$ cat config.mk
export PLATFORM = sky130hd
export DESIGN_NAME = dmem_port_arbiter
export DESIGN_NICKNAME = d
export VERILOG_FILES = /design/src/rtl/dmem_arb_pkg.sv /design/src/rtl/rr_arb2.sv /design/src/rtl/dmem_port_arbiter.sv
export SDC_FILE = /design/constraint.sdc
export NUM_CORES = 1
export LEC_CHECK = 0
export BUFFER_PORTS_ARGS = -buffer_cell sky130_fd_sc_hd__buf_2
export CORE_AREA = 2 2 123 125
export DETAILED_ROUTE_END_ITERATION = 10
export DIE_AREA = 0 0 125 127
export SETUP_SLACK_MARGIN = 0.5
export SLEW_MARGIN = 10
export SYNTH_ARGS = -nofsm -noshare
export SYNTH_HDL_FRONTEND = slang
export SYNTH_HIERARCHICAL = 1
export SYNTH_SLANG_ARGS = --single-unit
$ cat constraint.sdc
create_clock -name clk -period 4.9 [get_ports clk]
set_input_delay 0.245 -clock clk [delete_from_list [all_inputs] [get_ports clk]]
set_output_delay 0.245 -clock clk [all_outputs]
set_load 0.02 [all_outputs]
$ cat src/rtl/dmem_arb_pkg.sv
// dmem_arb_pkg: shared master indices, arbiter state type and burst counter sizing
package dmem_arb_pkg;
  localparam logic MST_CPU = 1'b0;
  localparam logic MST_DBG = 1'b1;
  typedef enum logic {ARB, LOCKED} state_t;
  function automatic int burst_cnt_w(input int max_burst);
    return $clog2(max_burst + 1);
  endfunction
endpackage

$ cat src/rtl/rr_arb2.sv
// rr_arb2: 2-way round-robin grant; a forced debug grant overrides the pointer
module rr_arb2
  import dmem_arb_pkg::*;
(
  input  logic       clk,
  input  logic       rst,
  input  logic [1:0] req_i,
  input  logic       force_dbg_i,
  output logic [1:0] gnt_o
);
  logic ptr_q, ptr_d;
  always_comb begin
    gnt_o[MST_CPU] = ~force_dbg_i & req_i[MST_CPU] & (~req_i[MST_DBG] | (ptr_q == MST_CPU));
    gnt_o[MST_DBG] = req_i[MST_DBG] & ~gnt_o[MST_CPU];
    ptr_d = gnt_o[MST_CPU] ? MST_DBG : gnt_o[MST_DBG] ? MST_CPU : ptr_q;
  end
  always_ff @(posedge clk or posedge rst)
    if (rst) ptr_q <= MST_CPU;
    else ptr_q <= ptr_d;
endmodule

$ cat src/rtl/dmem_port_arbiter.sv
// dmem_port_arbiter: shares one synchronous data memory between the CPU LSU and the debug port,
// with a bounded debug lock and 1-cycle read response routing
module dmem_port_arbiter
  import dmem_arb_pkg::*;
#(
  parameter int ADDR_W    = 32,
  parameter int DATA_W    = 32,
  parameter int MAX_BURST = 8
) (
  input  logic                clk,
  input  logic                reset,
  input  logic                cpu_req,
  input  logic                cpu_we,
  input  logic [ADDR_W-1:0]   cpu_addr,
  input  logic [DATA_W-1:0]   cpu_wdata,
  input  logic [DATA_W/8-1:0] cpu_wstrb,
  output logic                cpu_gnt,
  output logic                cpu_rvalid,
  output logic [DATA_W-1:0]   cpu_rdata,
  output logic                cpu_stall,
  input  logic                dbg_req,
  input  logic                dbg_we,
  input  logic [ADDR_W-1:0]   dbg_addr,
  input  logic [DATA_W-1:0]   dbg_wdata,
  input  logic [DATA_W/8-1:0] dbg_wstrb,
  input  logic                dbg_lock,
  output logic                dbg_gnt,
  output logic                dbg_rvalid,
  output logic [DATA_W-1:0]   dbg_rdata,
  output logic                mem_en,
  output logic                mem_we,
  output logic [ADDR_W-1:0]   mem_addr,
  output logic [DATA_W-1:0]   mem_wdata,
  output logic [DATA_W/8-1:0] mem_wstrb,
  input  logic [DATA_W-1:0]   mem_rdata
);
  localparam int CW = burst_cnt_w(MAX_BURST);
  state_t state_q, state_d;
  logic [CW-1:0] cnt_q, cnt_d;
  logic lock_hold, rv_q, own_q;
  logic [DATA_W-1:0] cpu_rd_q, dbg_rd_q;
  logic [1:0] gnt;
  always_ff @(posedge clk or posedge reset)
    if (reset) begin
      state_q <= ARB;
      cnt_q <= '0;
    end else begin
      state_q <= state_d;
      cnt_q <= cnt_d;
    end
  // Every locked-mode debug grant keeps the lock; the counter only ages while the CPU waits
  always_comb begin
    state_d = (dbg_gnt & dbg_lock) ? LOCKED : ARB;
    cnt_d = (dbg_gnt & dbg_lock) ? cnt_q + CW'(cpu_req) : '0;
  end
  always_comb
    lock_hold = (state_q == LOCKED) & dbg_req & dbg_lock & ~(cpu_req & (cnt_q == CW'(MAX_BURST)));
  rr_arb2 u_rr (
    .clk(clk),
    .rst(reset),
    .req_i({dbg_req, cpu_req}),
    .force_dbg_i(lock_hold),
    .gnt_o(gnt)
  );
  assign cpu_gnt = gnt[MST_CPU];
  assign dbg_gnt = gnt[MST_DBG];
  assign cpu_stall = cpu_req & ~cpu_gnt;
  assign mem_en = cpu_gnt | dbg_gnt;
  assign mem_we = dbg_gnt ? dbg_we : cpu_gnt & cpu_we;
  assign mem_addr = dbg_gnt ? dbg_addr : cpu_addr;
  assign mem_wdata = dbg_gnt ? dbg_wdata : cpu_wdata;
  assign mem_wstrb = dbg_gnt ? dbg_wstrb : cpu_wstrb;
  always_ff @(posedge clk or posedge reset)
    if (reset) begin
      rv_q <= 1'b0;
      own_q <= MST_CPU;
      cpu_rd_q <= '0;
      dbg_rd_q <= '0;
    end else begin
      rv_q <= mem_en & ~mem_we;
      own_q <= dbg_gnt ? MST_DBG : MST_CPU;
      if (cpu_rvalid) cpu_rd_q <= mem_rdata;
      if (dbg_rvalid) dbg_rd_q <= mem_rdata;
    end
  assign cpu_rvalid = rv_q & (own_q == MST_CPU);
  assign dbg_rvalid = rv_q & (own_q == MST_DBG);
  assign cpu_rdata = cpu_rvalid ? mem_rdata : cpu_rd_q;
  assign dbg_rdata = dbg_rvalid ? mem_rdata : dbg_rd_q;
endmodule

### After elaboration in Yosys (flattened, before gate mapping)

Cells that the tools add are included.

* bits in registers: 72
* bits of input ports: 175
* output and inout port bits: 139
* word-level logic and storage cells: 43

* $add $sub $neg: 1
* equality and inequality tests: 1
* multiplexer cells: 11
* bitwise logic cells: 22
* reduce and logical (&&, ||, !) cells: 1

Operator list (number)
* $mux 32: 4
* $and 1x1->1: 13
* $mux 4: 2
* $not 1->1: 7
* $mux 1: 5
* $add 4x1->4: 1
* $eq 4x4->1 const B: 1
* $or 1x1->1: 2
* $reduce_bool 2->1: 1

### Longest topological paths before layout

* depth after elaboration: 12
* mapped depth: 9
* gate-level depth less buffers: 6

### By module

The synthesis kept the hierarchy.

By module, submodules not included
* dmem_port_arbiter: instances 1, cells an instance 245, area an instance 3722.3 µm², seq. area each 1776.7 µm²
* rr_arb2: instances 1, cells an instance 7, area an instance 72.6 µm², seq. area each 25.0 µm²

### Worst setup path after synthesis

Ideal clock, no wire load.

* kind: register to output
* from: reg cnt_q[2]
* to: out mem_we
* arrival time: 1.964 ns
* data required time: 4.655 ns
* path slack: 2.691 ns
* stages on the path, launching flop included: 9
* path buffers: 3
* path through: dfrtp_1 nor3_1 a31oi_1 nand2b_4 o21a_1 clkbuf_2 buf_6 buf_6 o21ai_0

* longest elaborated chain between the ends: 10
* elaborated cells between the ends (all ways): 11
* those cells by class: eq/ne: 1; mux: 1; bitwise: 9

RTL lines
* start, declared: RTL line dmem_port_arbiter.sv:39 `logic [CW-1:0] cnt_q, cnt_d;`
* start signal, assigned: RTL line dmem_port_arbiter.sv:49 `cnt_q <= cnt_d;`
* $eq 4x4->1: RTL line dmem_port_arbiter.sv:57 `lock_hold = (state_q == LOCKED) & dbg_req & dbg_lock & ~(cpu_req & (cnt_q == CW'(MAX_BURST)));`
* $and 1x1->1: RTL line dmem_port_arbiter.sv:57
* $not 1->1: RTL line dmem_port_arbiter.sv:57
* $and 1x1->1: RTL line dmem_port_arbiter.sv:57
* via lock_hold: RTL line dmem_port_arbiter.sv:40 `logic lock_hold, rv_q, own_q;`
* $not 1->1: RTL line rr_arb2.sv:13 `gnt_o[MST_CPU] = ~force_dbg_i & req_i[MST_CPU] & (~req_i[MST_DBG] | (ptr_q == MST_CPU));`
* $and 1x1->1 (2 in a row): RTL line rr_arb2.sv:13
* $not 1->1: RTL line rr_arb2.sv:14 `gnt_o[MST_DBG] = req_i[MST_DBG] & ~gnt_o[MST_CPU];`
* $and 1x1->1: RTL line rr_arb2.sv:14
* via dbg_gnt: RTL line dmem_port_arbiter.sv:27 `output logic dbg_gnt,`
* $mux 1: RTL line dmem_port_arbiter.sv:69 `assign mem_we = dbg_gnt ? dbg_we : cpu_gnt & cpu_we;`
* end, declared: RTL line dmem_port_arbiter.sv:31 `output logic mem_we,`

The timed path passes the listed nets, and every way through them passes these cells.

### Worst setup path in the final report

* from: reg cnt_q[2]
* to: out mem_wdata[3]

* longest elaborated chain between the ends: 10

RTL lines
* $eq 4x4->1: RTL line dmem_port_arbiter.sv:57
* $and 1x1->1: RTL line dmem_port_arbiter.sv:57
* $not 1->1: RTL line dmem_port_arbiter.sv:57
* $and 1x1->1: RTL line dmem_port_arbiter.sv:57
* via lock_hold: RTL line dmem_port_arbiter.sv:40
* $not 1->1: RTL line rr_arb2.sv:13
* $and 1x1->1 (2 in a row): RTL line rr_arb2.sv:13
* $not 1->1: RTL line rr_arb2.sv:14
* $and 1x1->1: RTL line rr_arb2.sv:14
* $mux 32: RTL line dmem_port_arbiter.sv:71 `assign mem_wdata = dbg_gnt ? dbg_wdata : cpu_wdata;`
* end, declared: RTL line dmem_port_arbiter.sv:33 `output logic [DATA_W-1:0] mem_wdata,`

The timed path passes the listed nets, and every way through them passes these cells.

==> load_flow_metrics.sql <==
INSERT INTO impl_metrics (metric_group, metric, value, unit) VALUES
('final_layout', 'filler_cell_count', '1422', ''),
('timing', 'final_hold_viol_count', '0', ''),
('grt', 'grt_pass1_wl', '20200', 'um'),
('timing', 'final.setup.tns', '0', 'ns'),
('clock_tree', 'worstSkewPairLatency', '0.32', 'ns'),
('clock_tree', 'cts-buffers-inserted', '9', ''),
('flow_run', 'max_cap_violation_count', '0', ''),
('worst_setup_path', 'launch_instance_of_the_worst_register_to_register_path', 'cnt_q[2]$_DFF_PP0_', ''),
('placement', 'buffers_added_on_ports', '313', ''),
('min_path', 'worstHoldPathType', 'in -> reg', ''),
('routing', 'vias_per_cell', '4.39', ''),
('routing', 'totalWireLength', '13700', 'um'),
('synthesis', 'synth_flop_cell', 'sky130_fd_sc_hd__dfrtp_1', ''),
('min_path', 'timing.hold.worst_endpoint', 'rv_q$_DFF_PP0_', ''),
('clock_tree', 'cts.clk_slew.worst_paths', '0.05', 'ns'),
('timing', 'final_max_slew_viol_count', '0', ''),
('timing', 'max_slew.worst_pin.slew', '1.13', 'ns'),
('floorplan', 'initial_core_utilization', '26.3', '%'),
('floorplan', 'design.portCount', '314', ''),
('worst_setup_path', 'critical_path_peak_fanout', '51', ''),
('status', 'outcome', 'complete, no violations', ''),
('floorplan', 'std_cell_rows', '44', ''),
('placement', 'place_ws', '1.92', 'ns'),
('routing', 'avg_wl_per_cell', '18.2', 'um'),
('timing', 'layout_setup_ws', '1.59', 'ns'),
('clock_tree', 'tritoncts_clock_tree', 'built', ''),
('routing', 'iteration_0_drc_markers', '137', ''),
('synthesis', 'synth_top_area_share', '47.5', '%'),
('synthesis', 'synth.yosys.warnings', '6', ''),
('routing', 'remaining_drc_errors', '0', ''),
('synthesis', 'netlist_instances', '252', ''),
('floorplan', 'die_w', '125', 'um'),
('synthesis', 'synthesis.area', '0.00379', 'sq mm'),
('synthesis', 'yosys.cell_types.count', '27', ''),
('synthesis', 'ys_async_sr_fraction', '100', '%'),
('worst_setup_path', 'endpoint_kind_of_the_worst_setup_timing_path', 'output port', ''),
('timing', 'timing.max_slew.rel_slack', '24.9', '%'),
('timing', 'max_clock_freq', '302', 'MHz'),
('clock_tree', 'cts-root-buf', 'sky130_fd_sc_hd__clkbuf_16', ''),
('final_layout', 'layout-drive-gt1-share', '82.7', '%'),
('worst_setup_path', 'cp_cell_sequence', 'nor3_1 > a31oi_1 > nand2b_4 > o21a_2 > buf_4 > mux2_2 > buf_2', ''),
('timing', 'min_period_over_period', '67.6', '%'),
('worst_setup_path', 'worst-endpoint-arrival', '3.07', 'ns'),
('synthesis', 'post_synth_main_area_contributors', 'sky130_fd_sc_hd__dfrtp_1 (47%), sky130_fd_sc_hd__mux2_2 (31%), sky130_fd_sc_hd__mux2_4 (11%), sky130_fd_sc_hd__buf_6 (2.4%), sky130_fd_sc_hd__buf_12 (1.6%)', ''),
('grt', 'global_route.peak_usage_layer', 'met2', ''),
('placement', 'globalplace.congestion', '1.03', ''),
('routing', 'drtPass1Iterations', '6', ''),
('floorplan', 'die_h', '127', 'um'),
('worst_setup_path', 'worstReg2RegEnd', 'cnt_q[2]$_DFF_PP0_', ''),
('synthesis', 'synth_fp_nets', '429', ''),
('clock_tree', 'cts_resized', '0', ''),
('timing', 'grt_setup_unrepaired', 'false', ''),
('placement', 'dp_hpwl', '11200', 'um'),
('synthesis', 'avgSynthCellArea', '15.1', 'sq um'),
('grt', 'antenna_found_initial', '6', ''),
('synthesis', 'synth.ff_latch_count', '72', ''),
('grt', 'grt_pass1_vias', '3575', ''),
('grt', 'grtUsageMet3', '6.74', '%'),
('timing', 'fin_worst_skew', '0.00391', 'ns'),
('floorplan', 'design.die.area', '0.0159', 'sq mm'),
('synthesis', 'number_of_synthesized_flops_with_an_enable_pin', '0', ''),
('final_layout', 'nNetsFinal', '739', ''),
('floorplan', 'fp.coreArea', '0.0144', 'sq mm'),
('clock_tree', 'cts_num_sinks', '72', ''),
('synthesis', 'sequential_area_share_after_synthesis', '47.5', '%'),
('synthesis', 'ys_top_cells_by_count', 'sky130_fd_sc_hd__mux2_2 (103), sky130_fd_sc_hd__dfrtp_1 (72), sky130_fd_sc_hd__mux2_4 (29)', ''),
('timing', 'setup_viol_count_final', '0', ''),
('power', 'cellLeakagePower', '0.00305', 'uW'),
('timing', 'min_cycle_time_layout', '3.31', 'ns'),
('synthesis', 'yosys.cell_count.top_type', 'sky130_fd_sc_hd__mux2_2', ''),
('routing', 'drt.antenna.violating_nets', '0', '');
-- worst max-delay path by stage --
stage                                   from  slack [ns]       endpoint  depth (start not counted)
after floorplan           cnt_q[2]$_DFF_PP0_        2.69         mem_we                          8
after global placement    cnt_q[2]$_DFF_PP0_        2.03  mem_wdata[26]                          7
after detailed placement  cnt_q[2]$_DFF_PP0_        1.92  mem_wdata[26]                          7
after CTS                 cnt_q[2]$_DFF_PP0_        1.55  mem_wdata[10]                          7
after global routing      cnt_q[2]$_DFF_PP0_        1.35  mem_wdata[10]                          7
final                     cnt_q[2]$_DFF_PP0_        1.59   mem_wdata[3]                          7
-- placed cells by master, fill, tap and decap left out, types with 2 or more instances in the layout --
master and n:
sky130_fd_sc_hd__and2_1 2, sky130_fd_sc_hd__and3_1 2, sky130_fd_sc_hd__buf_2 313, sky130_fd_sc_hd__buf_4 2, sky130_fd_sc_hd__clkbuf_16 9, sky130_fd_sc_hd__clkbuf_8 2
sky130_fd_sc_hd__clkinvlp_4 2, sky130_fd_sc_hd__dfrtp_1 72, sky130_fd_sc_hd__diode_2 4, sky130_fd_sc_hd__ha_1 2, sky130_fd_sc_hd__inv_1 3, sky130_fd_sc_hd__mux2_2 103
sky130_fd_sc_hd__mux2_4 29, sky130_fd_sc_hd__mux2i_1 3, sky130_fd_sc_hd__nand2_1 2, sky130_fd_sc_hd__nand2b_4 2, sky130_fd_sc_hd__nand3_1 3
-- critical path: cells and delay by family (launching register included) --
| kind | cells | cell delay [ns] |
|---|---|---|
| buffers and inverters | 2 | 0.66 |
| AND/OR/NAND/NOR | 2 | 0.23 |
| flip-flops | 1 | 0.38 |
| multiplexers | 1 | 0.40 |
| AO/OA/AOI/OAI | 2 | 1.05 |
-- flip-flops by register name, summed over array words and instances (netlist names) --
name and cells:
u_rr/ptr_q 1, own_q 1, state_q 1, dbg_rd_q 32, cpu_rd_q 32, cnt_q 4, rv_q 1
-- logic make-up after synthesis --
group / Yosys count / share of synthesized area (%)
buffers and inverters: 21 / 5.21
AOI/OAI and AO/OA: 4 / 0.626
xor gates and xnor gates: 1 / 0.231
DFF: 72 / 47.5
adders and majority gates: 2 / 0.659
muxes: 135 / 42.8
and+or+nand+nor: 17 / 2.97
-- stage by stage --
stage	instance area, sq um	total power (uW)	hold WS [ns]	cells	util (%)
global placement	5430	1700	0.0983	734	37.6
CTS	5740	2400	0.0980	750	39.8
global route	5740	2480	0.127	750	39.8
detailed placement	5430	1720	0.0972	734	37.6
finish	5750	2360	0.114	754	39.9
floorplan	3790	1400	-0.0263	252	-
-- final cells by class --
cell class                      count  area, sq um  area share (%)
Tap cell                          184          230            4.00
Clock inverter                      4         53.8           0.935
Inverter                            4         15.0           0.261
Multi-Input combinational cell    159         1800            31.2
Timing Repair Buffer              316         1590            27.7
Sequential cell                    72         1800            31.3
Clock buffer                       11          253            4.39
Antenna cell                        4         10.0           0.174
-- metal layers --
layer | wire length [um] | vias up
met1 | 4960 | 1565
met3 | 1410 | 25
met4 | 408 | 6
met5 | 40 | -
met2 | 6910 | 182
li1 | - | 1529
-- power breakdown --
group / switching, uW / internal, uW
clock network: 239 / 419
logic: 522 / 397
registers: 39.5 / 741
(Power assumes the default switching activity.)
